<file path="config.mk">
export PLATFORM = sky130hd
export DESIGN_NAME = beat_scheduler
export DESIGN_NICKNAME = d
export VERILOG_FILES = /design/src/rtl/music_pkg.sv /design/src/rtl/beat_prescaler.sv /design/src/rtl/beat_scheduler.sv
export SDC_FILE = /design/constraint.sdc
export NUM_CORES = 1
export LEC_CHECK = 0
export ABC_AREA = 0
export CAP_MARGIN = 20
export CORE_ASPECT_RATIO = 0.6
export CORE_MARGIN = 2
export CORE_UTILIZATION = 57
export DETAILED_ROUTE_END_ITERATION = 6
export GPL_TIMING_DRIVEN = 0
export PLACE_DENSITY = 0.79
export SLEW_MARGIN = 20
export SYNTH_ARGS = -nofsm -noshare
export SYNTH_HDL_FRONTEND = slang
export SYNTH_SLANG_ARGS = --single-unit
</file>
<file path="constraint.sdc">
create_clock -name clk -period 3.2 [get_ports clk]
set_input_delay 0.64 -clock clk [delete_from_list [all_inputs] [get_ports clk]]
set_output_delay 0.64 -clock clk [all_outputs]
set_load 0.05 [all_outputs]
</file>
<file path="src/rtl/music_pkg.sv">
// rtl/music_pkg.sv - shared state encoding and default sizes for the music playback sequencer
package music_pkg;

    typedef enum logic [1:0] {
        IDLE  = 2'd0,
        PLAY  = 2'd1,
        PAUSE = 2'd2,
        DONE  = 2'd3
    } state_t;

    localparam int TICK_DIV_DEF = 4194304;
    localparam int LEN_A_DEF    = 512;
    localparam int LEN_B_DEF    = 256;
    localparam int BEAT_W_DEF   = 12;

endpackage

</file>
<file path="src/rtl/beat_prescaler.sv">
// rtl/beat_prescaler.sv - clk-cycle prescaler issuing one tick per beat period (normal or half rate)
import music_pkg::*;

module beat_prescaler #(
    parameter int TICK_DIV = TICK_DIV_DEF
) (
    input  logic clk,
    input  logic rst,
    input  logic run,
    input  logic clear,
    input  logic slow,
    output logic tick
);

    localparam int CW = $clog2(2 * TICK_DIV);

    logic [CW-1:0] cnt;
    logic [CW-1:0] last;

    assign last = slow ? CW'(2 * TICK_DIV - 1) : CW'(TICK_DIV - 1);

    // ">=" keeps a half-rate count above the normal limit from overshooting when slow drops
    assign tick = run && (cnt >= last);

    always_ff @(posedge clk or negedge rst) begin
        if (!rst) begin
            cnt <= '0;
        end else if (clear) begin
            cnt <= '0;
        end else if (run) begin
            cnt <= tick ? '0 : cnt + CW'(1);
        end
    end

endmodule

</file>
<file path="src/rtl/beat_scheduler.sv">
// rtl/beat_scheduler.sv - play/pause/slow/loop beat sequencer driving the music ROM index and note enable
// Optional reverse playback: define BEAT_SCHED_REVERSE_EN to add the _reverse input.
import music_pkg::*;

module beat_scheduler #(
    parameter int TICK_DIV = TICK_DIV_DEF,
    parameter int LEN_A    = LEN_A_DEF,
    parameter int LEN_B    = LEN_B_DEF,
    parameter int BEAT_W   = BEAT_W_DEF
) (
    input  logic              clk,
    input  logic              rst,
    input  logic              _play,
    input  logic              _slow,
    input  logic              _music,
    input  logic              _mode,
`ifdef BEAT_SCHED_REVERSE_EN
    input  logic              _reverse,
`endif
    output logic [BEAT_W-1:0] ibeat,
    output logic              beat_tick,
    output logic              en,
    output logic              done
);

    state_t            state;
    state_t            nxt_state;
    logic [BEAT_W-1:0] nxt_ibeat;
    logic              nxt_tick;
    logic              music_q;
    logic              chg;
    logic              run;
    logic              clear;
    logic              tick;
    logic              rev;
    logic [BEAT_W-1:0] len_m1;

`ifdef BEAT_SCHED_REVERSE_EN
    assign rev = _reverse;
`else
    assign rev = 1'b0;
`endif

    assign len_m1 = music_q ? BEAT_W'(LEN_B - 1) : BEAT_W'(LEN_A - 1);
    assign chg    = (_music != music_q) && (state != IDLE);

    // a track change or a pause request in this cycle swallows any tick that was due
    assign run   = (state == PLAY) && _play && !chg;
    assign clear = chg || (state == IDLE) || (state == DONE);

    beat_prescaler #(
        .TICK_DIV(TICK_DIV)
    ) u_prescaler (
        .clk  (clk),
        .rst  (rst),
        .run  (run),
        .clear(clear),
        .slow (_slow),
        .tick (tick)
    );

    always_comb begin
        nxt_state = state;
        nxt_ibeat = ibeat;
        nxt_tick  = 1'b0;
        if (chg) begin
            nxt_ibeat = rev ? len_m1 : '0;
            if (state == DONE && _play) begin
                nxt_state = PLAY;
            end
        end else begin
            case (state)
                IDLE: begin
                    nxt_ibeat = '0;
                    if (_play) begin
                        nxt_state = PLAY;
                    end
                end
                PLAY: begin
                    if (!_play) begin
                        nxt_state = PAUSE;
                    end else if (tick) begin
                        nxt_tick = 1'b1;
                        if (rev) begin
                            if (ibeat == '0) begin
                                if (_mode) begin
                                    nxt_ibeat = len_m1;
                                end else begin
                                    nxt_state = DONE;
                                end
                            end else if (ibeat > len_m1) begin
                                nxt_ibeat = len_m1;
                            end else begin
                                nxt_ibeat = ibeat - BEAT_W'(1);
                            end
                        end else if (ibeat < len_m1) begin
                            nxt_ibeat = ibeat + BEAT_W'(1);
                        end else if (_mode) begin
                            nxt_ibeat = '0;
                        end else begin
                            nxt_state = DONE;
                            nxt_ibeat = len_m1;
                        end
                    end
                end
                PAUSE: begin
                    if (_play) begin
                        nxt_state = PLAY;
                    end
                end
                DONE: begin
                    if (!_play) begin
                        nxt_state = IDLE;
                        nxt_ibeat = '0;
                    end else if (_mode) begin
                        nxt_state = PLAY;
                        nxt_ibeat = '0;
                    end
                end
                default: begin
                    nxt_state = IDLE;
                    nxt_ibeat = '0;
                end
            endcase
        end
    end

    always_ff @(posedge clk or negedge rst) begin
        if (!rst) begin
            state     <= IDLE;
            ibeat     <= '0;
            beat_tick <= 1'b0;
            en        <= 1'b0;
            done      <= 1'b0;
            music_q   <= 1'b0;
        end else begin
            state     <= nxt_state;
            ibeat     <= nxt_ibeat;
            beat_tick <= nxt_tick;
            en        <= (nxt_state == PLAY);
            done      <= (nxt_state == DONE);
            music_q   <= _music;
        end
    end

endmodule

</file>
### Yosys cells after proc, flatten, opt, wreduce, memory -nomap -nowiden

Cells that the tools add are included.
W data, S select, Z words.

* memory bits (read-only): 0
* flip-flop bits (word level): 41
* word-level logic and storage cells: 61
* memory bits (writable): 0
* memories: 0
* bits in latches: 0

* multiplexer cells: 27
* $add $sub $neg: 2
* $mul: 0
* bitwise gates (word level): 0
* div/mod/pow operators: 0
* reductions and logical operators: 14
* order comparisons: 2
* shift-type cells: 0
* equal/unequal tests: 9

Operators with widths (count)
* $mux W23: 4
* $mux W12: 6
* $pmux W12 S3: 1
* $add A23 B1 Y23 const B: 1
* $ge A23 B23 Y1: 1
* $mux W2: 9
* $mux W9: 2
* $add A12 B1 Y12 const B: 1
* $lt A12 B9 Y1: 1
* $eq A2 B2 Y1 const B: 3
* $pmux W2 S3: 1
* $logic_and A1 B1 Y1: 5
* $eq A2 B1 Y1 const B: 2
* $mux W1: 4
* $ne A4 B4 Y1 const B: 1
* $reduce_and A4 Y1: 1
* $reduce_bool A2 Y1: 2
* $reduce_bool A4 Y1: 1
* $ne A3 B2 Y1 const B: 1
* $ne A3 B3 Y1 const B: 1
* $logic_not A2 Y1: 1
* $logic_or A1 B1 Y1: 2
* $reduce_or A2 Y1: 1
* $logic_not A1 Y1: 1
* $ne A1 B1 Y1: 1

### Longest topological paths before layout

* word-level depth: 10
* gate-level depth with buffers: 10
* depth with buffers taken out: 8

### By module

Synthesis repeated with hierarchy kept, for this count alone.

* cells, all modules: 303
* area, all modules: 2668.8 um2

By module, submodules not included
* beat_prescaler: instances 1, area each 1481.4 um2, cells each 176, sequential area each 575.6 um2
* beat_scheduler: instances 1, area each 1187.4 um2, cells each 127, sequential area each 450.4 um2

### Least setup slack after synthesis

OpenSTA, ideal clock, no wires.

* kind: register -> register
* start point: register ibeat[8]
* end point: register ibeat[2]
* setup time: 122 ps
* data required time: 3078 ps
* clock period less this slack: 2425 ps
* data arrival time: 2302 ps
* slack: 775 ps
* cell stages (with the launch flop): 7
* cell sequence: dfrtp_1 > ha_1 > or4_1 > a31oi_1 > clkbuf_1 > a31oi_1 > o22a_1

* word-level cells in the longest chain between the ends: 6

Ends and longest elaborated chain
* from (decl): RTL line beat_scheduler.sv:20 `output logic [BEAT_W-1:0] ibeat,`
* from (signal assigned): RTL line beat_scheduler.sv:138 `ibeat <= nxt_ibeat;`
* $lt A12 B9 Y1: RTL line beat_scheduler.sv:96 `end else if (ibeat < len_m1) begin`
* $mux W12: RTL line beat_scheduler.sv:96
* $mux W12: RTL line beat_scheduler.sv:82 `end else if (tick) begin`
* $mux W12: RTL line beat_scheduler.sv:80 `if (!_play) begin`
* $pmux W12 S3: RTL line beat_scheduler.sv:72 `case (state)`
* $mux W12: RTL line beat_scheduler.sv:66 `if (chg) begin`

Every way passes these cells. The select of a mux whose other input is x is not followed.
A chain may end at the register's enable or synchronous reset.

### Worst setup path in the final report

* start point: input _slow
* end point: register ibeat[8]

* word-level cells in the longest chain between the ends: 5

Ends and longest elaborated chain
* from (decl): RTL line beat_scheduler.sv:14 `input logic _slow,`
* $mux W23: RTL line beat_prescaler.sv:20 `assign last = slow ? CW'(2 * TICK_DIV - 1) : CW'(TICK_DIV - 1);`
* $ge A23 B23 Y1: RTL line beat_prescaler.sv:23 `assign tick = run && (cnt >= last);`
* $logic_and A1 B1 Y1: RTL line beat_prescaler.sv:23
* $ne A3 B2 Y1 (no line)
* $reduce_and A4 Y1 (no line)

Every way passes these cells.

==> flow_summary.json <==
{
  "dp_worst_setup_slack_ns": 0.0331,
  "period_share_pct": 87.5,
  "worst_ep_required_time_ns": 3.43,
  "drt_iter0_drc": 177,
  "placedInstanceArea_mm2": 0.00267,
  "worst_slew_margin_rel_pct": 44.8,
  "synth_mux_area_share_pct": 0,
  "yosys_warnings": 0,
  "vias": 2025,
  "design.portCount": 21,
  "worstPathCellList": "clkdlybuf4s50_1, inv_1, ha_1, nor4b_4, a21o_2, o21ai_1, clkbuf_1, a22o_1",
  "tns_ns": 0,
  "timing_worst_setup_path_type": "in -> reg",
  "synthToLayoutAreaGrowth_pct": 17.1,
  "worst_hold_path_class": "in -> async",
  "grt_antenna_before_repair": 0,
  "port_buffers": 19,
  "grt_first_pass_wirelength_um": 8860,
  "numCtsBuffers": 5,
  "synth_edf_count": 0,
  "maximum_cell_stage_delay_along_the_critical_path_ns": 0.57,
  "post_synthesis_cells": 259,
  "p_leak_nw": 1.18,
  "most_frequent_standard_cell_in_the_layout_excluding_fill_and_tap_cells": "sky130_fd_sc_hd__dfrtp_1",
  "final_nets": 301,
  "critPathCaptureType": "register",
  "fp.coreArea_mm2": 0.00408,
  "synth-main-ff-cell": "sky130_fd_sc_hd__dfrtp_1",
  "startpoint_kind_of_the_worst_setup_timing_path": "input port",
  "p_per_area_mw_per_mm2": 549,
  "max-cap-violations": 0,
  "share_of_layout_cells_above_drive_strength_1_pct": 9.41,
  "critPathArrivalTime_ns": 3.03,
  "antennaDiodeCount": 0,
  "grt_max_degree": 27,
  "clock_path_buffers": 2,
  "cts.hold.buffers_added": 0,
  "mostFrequentLayoutCells": "41 x sky130_fd_sc_hd__dfrtp_1, 35 x sky130_fd_sc_hd__nor2_1, 29 x sky130_fd_sc_hd__nand2_1",
  "synth_compound_area_share_pct": 15.8,
  "post_synth_and_or_nand_nor_area_fraction_pct": 26.8,
  "synth_xor_xnor_area_share_pct": 6.97,
  "final_critical_path_time_including_i_o_delays_and_setup_ns": 2.80,
  "layout.area.seq_mm2": 0.00103,
  "drt-total-wl_um": 5380,
  "ys_seq_area_share_pct": 43.0,
  "post_route_cell_area_mm2": 0.00280,
  "worst_setup_hold_path_clk_slew_ns": 0.08,
  "detailedRoute.firstPassIterationCount": 4,
  "max_slew.worst_pin.slew_ns": 0.822,
  "place.detailed.hpwl_um": 3990,
  "finish.cell_count_without_fillers": 347,
  "ys_async_sr_fraction_pct": 100,
  "routed_via_density": 5.84,
  "postSynthNetCount": 274,
  "synth_fa_ha_area_share_pct": 4.71,
  "irDropWorstVdd_uv": 449,
  "place_inst": 339,
  "vias_in_the_first_global_route": 1801,
  "rsz0062_at_grt": "false",
  "worst_path_max_delay_cell": "sky130_fd_sc_hd__o21ai_1",
  "timing.final.ws_setup_ns": 0.400,
  "h-tree-depth": 2,
  "initial_core_util_pct": 58.6,
  "tritoncts_sink_count": 41,
  "drtAntennaViolNets": 0,
  "worst_clock_skew_ns": 0.00888,
  "drc": 0,
  "routed_wire_length_per_instance_um": 15.5,
  "fp-row-count": 18,
  "hold_viol": 0,
  "ys_seq_elements": 41,
  "fmax_mhz": 357,
  "run_status": "complete, no violations",
  "synth_area_per_cell_um2": 9.22,
  "floorplan.die.width_um": 87.6,
  "floorplan.die_area_mm2": 0.00474,
  "multiInputGateArea_mm2": 0.00131,
  "finalCoreUtilization_pct": 68.6,
  "finalWeightedCongestion": 0.866,
  "clockRootBuffer": "sky130_fd_sc_hd__clkbuf_8",
  "post_synth_instance_area_mm2": 0.00239,
  "grt_usage_pct": 24.8,
  "chipHeight_um": 54.1,
  "clk_latency_ns": 0.29,
  "remaining_global_route_overflow": 0,
  "report.final.slew_viol_count": 0,
  "synth_top_family_by_area": "simple AND/OR/NAND/NOR gates",
  "cts_tree": "built",
  "critPathMaxFanout": 10,
  "synth.distinct_cells": 49,
  "n_fill_cell": 331,
  "finish_stage_setup_viols": 0
}
## worst max-delay path, delay by kind of cell
kind / cells / cell delay (ns)
AOI/OAI and AO/OA: 3 / 1.00
buffers and inverters: 3 / 0.99
and+or+nand+nor: 1 / 0.13
adders and majority gates: 1 / 0.27
## cells by family (layout without fill, tap and decap cells)
group / Yosys count / in the layout
AOI/OAI and AO/OA: 54 / 54
DFF: 41 / 41
buffers and inverters: 17 / 45
and+or+nand+nor: 119 / 119
xor gates and xnor gates: 19 / 19
adders and majority gates: 9 / 9
## power breakdown
part | switching, mW | leakage (nW) | internal [mW]
logic | 0.362 | 0.555 | 0.164
registers | 0.0315 | 0.568 | 0.542
clock network | 0.180 | 0.0585 | 0.255
## layer usage
| metal | share of wire, % | global-route usage [%] | wire, um | vias up |
|---|---|---|---|---|
| li1 | - | - | - | 996 |
| met1 | 53 | 38.7 | 2840 | 957 |
| met2 | 41 | 33.8 | 2190 | 68 |
| met3 | 5.8 | 6.13 | 314 | 4 |
| met4 | 0.58 | 5.64 | 31 | 0 |
| met5 | 0 | 0 | 0 | - |
## cell type report
type                            count  area share (%)
Multi-Input combinational cell    201            46.8
Sequential cell                    41            36.7
Timing Repair Buffer               20            7.33
Clock buffer                        7            3.09
Tap cell                           60            2.68
Inverter                            9            1.21
Buffer                              8            1.16
Clock inverter                      1            1.07
## Yosys cell counts, types with 4 or more instances
| cell | number | area share, % |
|---|---|---|
| sky130_fd_sc_hd__a21oi_1 | 12 | 2.5 |
| sky130_fd_sc_hd__a31oi_1 | 6 | 1.6 |
| sky130_fd_sc_hd__and3_1 | 4 | 1.0 |
| sky130_fd_sc_hd__clkbuf_1 | 6 | 0.94 |
| sky130_fd_sc_hd__dfrtp_1 | 41 | 43 |
| sky130_fd_sc_hd__ha_1 | 9 | 4.7 |
| sky130_fd_sc_hd__inv_1 | 9 | 1.4 |
| sky130_fd_sc_hd__nand2_1 | 29 | 4.6 |
| sky130_fd_sc_hd__nand3_1 | 7 | 1.5 |
| sky130_fd_sc_hd__nand4_1 | 5 | 1.3 |
| sky130_fd_sc_hd__nor2_1 | 35 | 5.5 |
| sky130_fd_sc_hd__nor3_1 | 8 | 1.7 |
| sky130_fd_sc_hd__nor4_1 | 4 | 1.0 |
| sky130_fd_sc_hd__o21ai_0 | 5 | 1.0 |
| sky130_fd_sc_hd__o22a_1 | 5 | 1.8 |
| sky130_fd_sc_hd__or3_1 | 4 | 1.0 |
| sky130_fd_sc_hd__xnor2_1 | 14 | 5.1 |
| sky130_fd_sc_hd__xor2_1 | 5 | 1.8 |
## path summary, 6_finish.rpt
kind | from | end | slack [ns] | depth (start not counted)
max | _slow | ibeat[8]$_DFFE_PN0P_ | 0.40 | 8
min | rst | u_prescaler.cnt[10]$_DFFE_PN0P_ | 0.27 | 1
max reg2reg | state[0]$_DFF_PN0_ | u_prescaler.cnt[9]$_DFFE_PN0P_ | 0.60 | 8
min reg2reg | u_prescaler.cnt[21]$_DFFE_PN0P_ | u_prescaler.cnt[21]$_DFFE_PN0P_ | 0.53 | 1
max in group asynchronous | rst | u_prescaler.cnt[0]$_DFFE_PN0P_ | 2.46 | 2
min in group clk | u_prescaler.cnt[21]$_DFFE_PN0P_ | u_prescaler.cnt[21]$_DFFE_PN0P_ | 0.53 | 1
## through the flow
stage | hold WS (ns) | total power, mW
2_1_floorplan | 0.344 | 0.945
3_3_place_gp | 0.510 | 1.08
3_5_place_dp | 0.510 | 1.10
4_1_cts | 0.270 | 1.53
5_1_grt | 0.279 | 1.62
6_report | 0.267 | 1.53
## flip-flops by register name, summed over array words and instances (netlist names)
signal	count
music_q	1
en	1
done	1
state	2
ibeat	12
beat_tick	1
u_prescaler.cnt	23
## what timing repair did
item | in CTS | in global routing
setup buffers | 0 | 0
setup endpoints to repair | 0 | 2
gates resized for setup | 0 | 1
No activity file was read; power rests on OpenSTA's default activity.
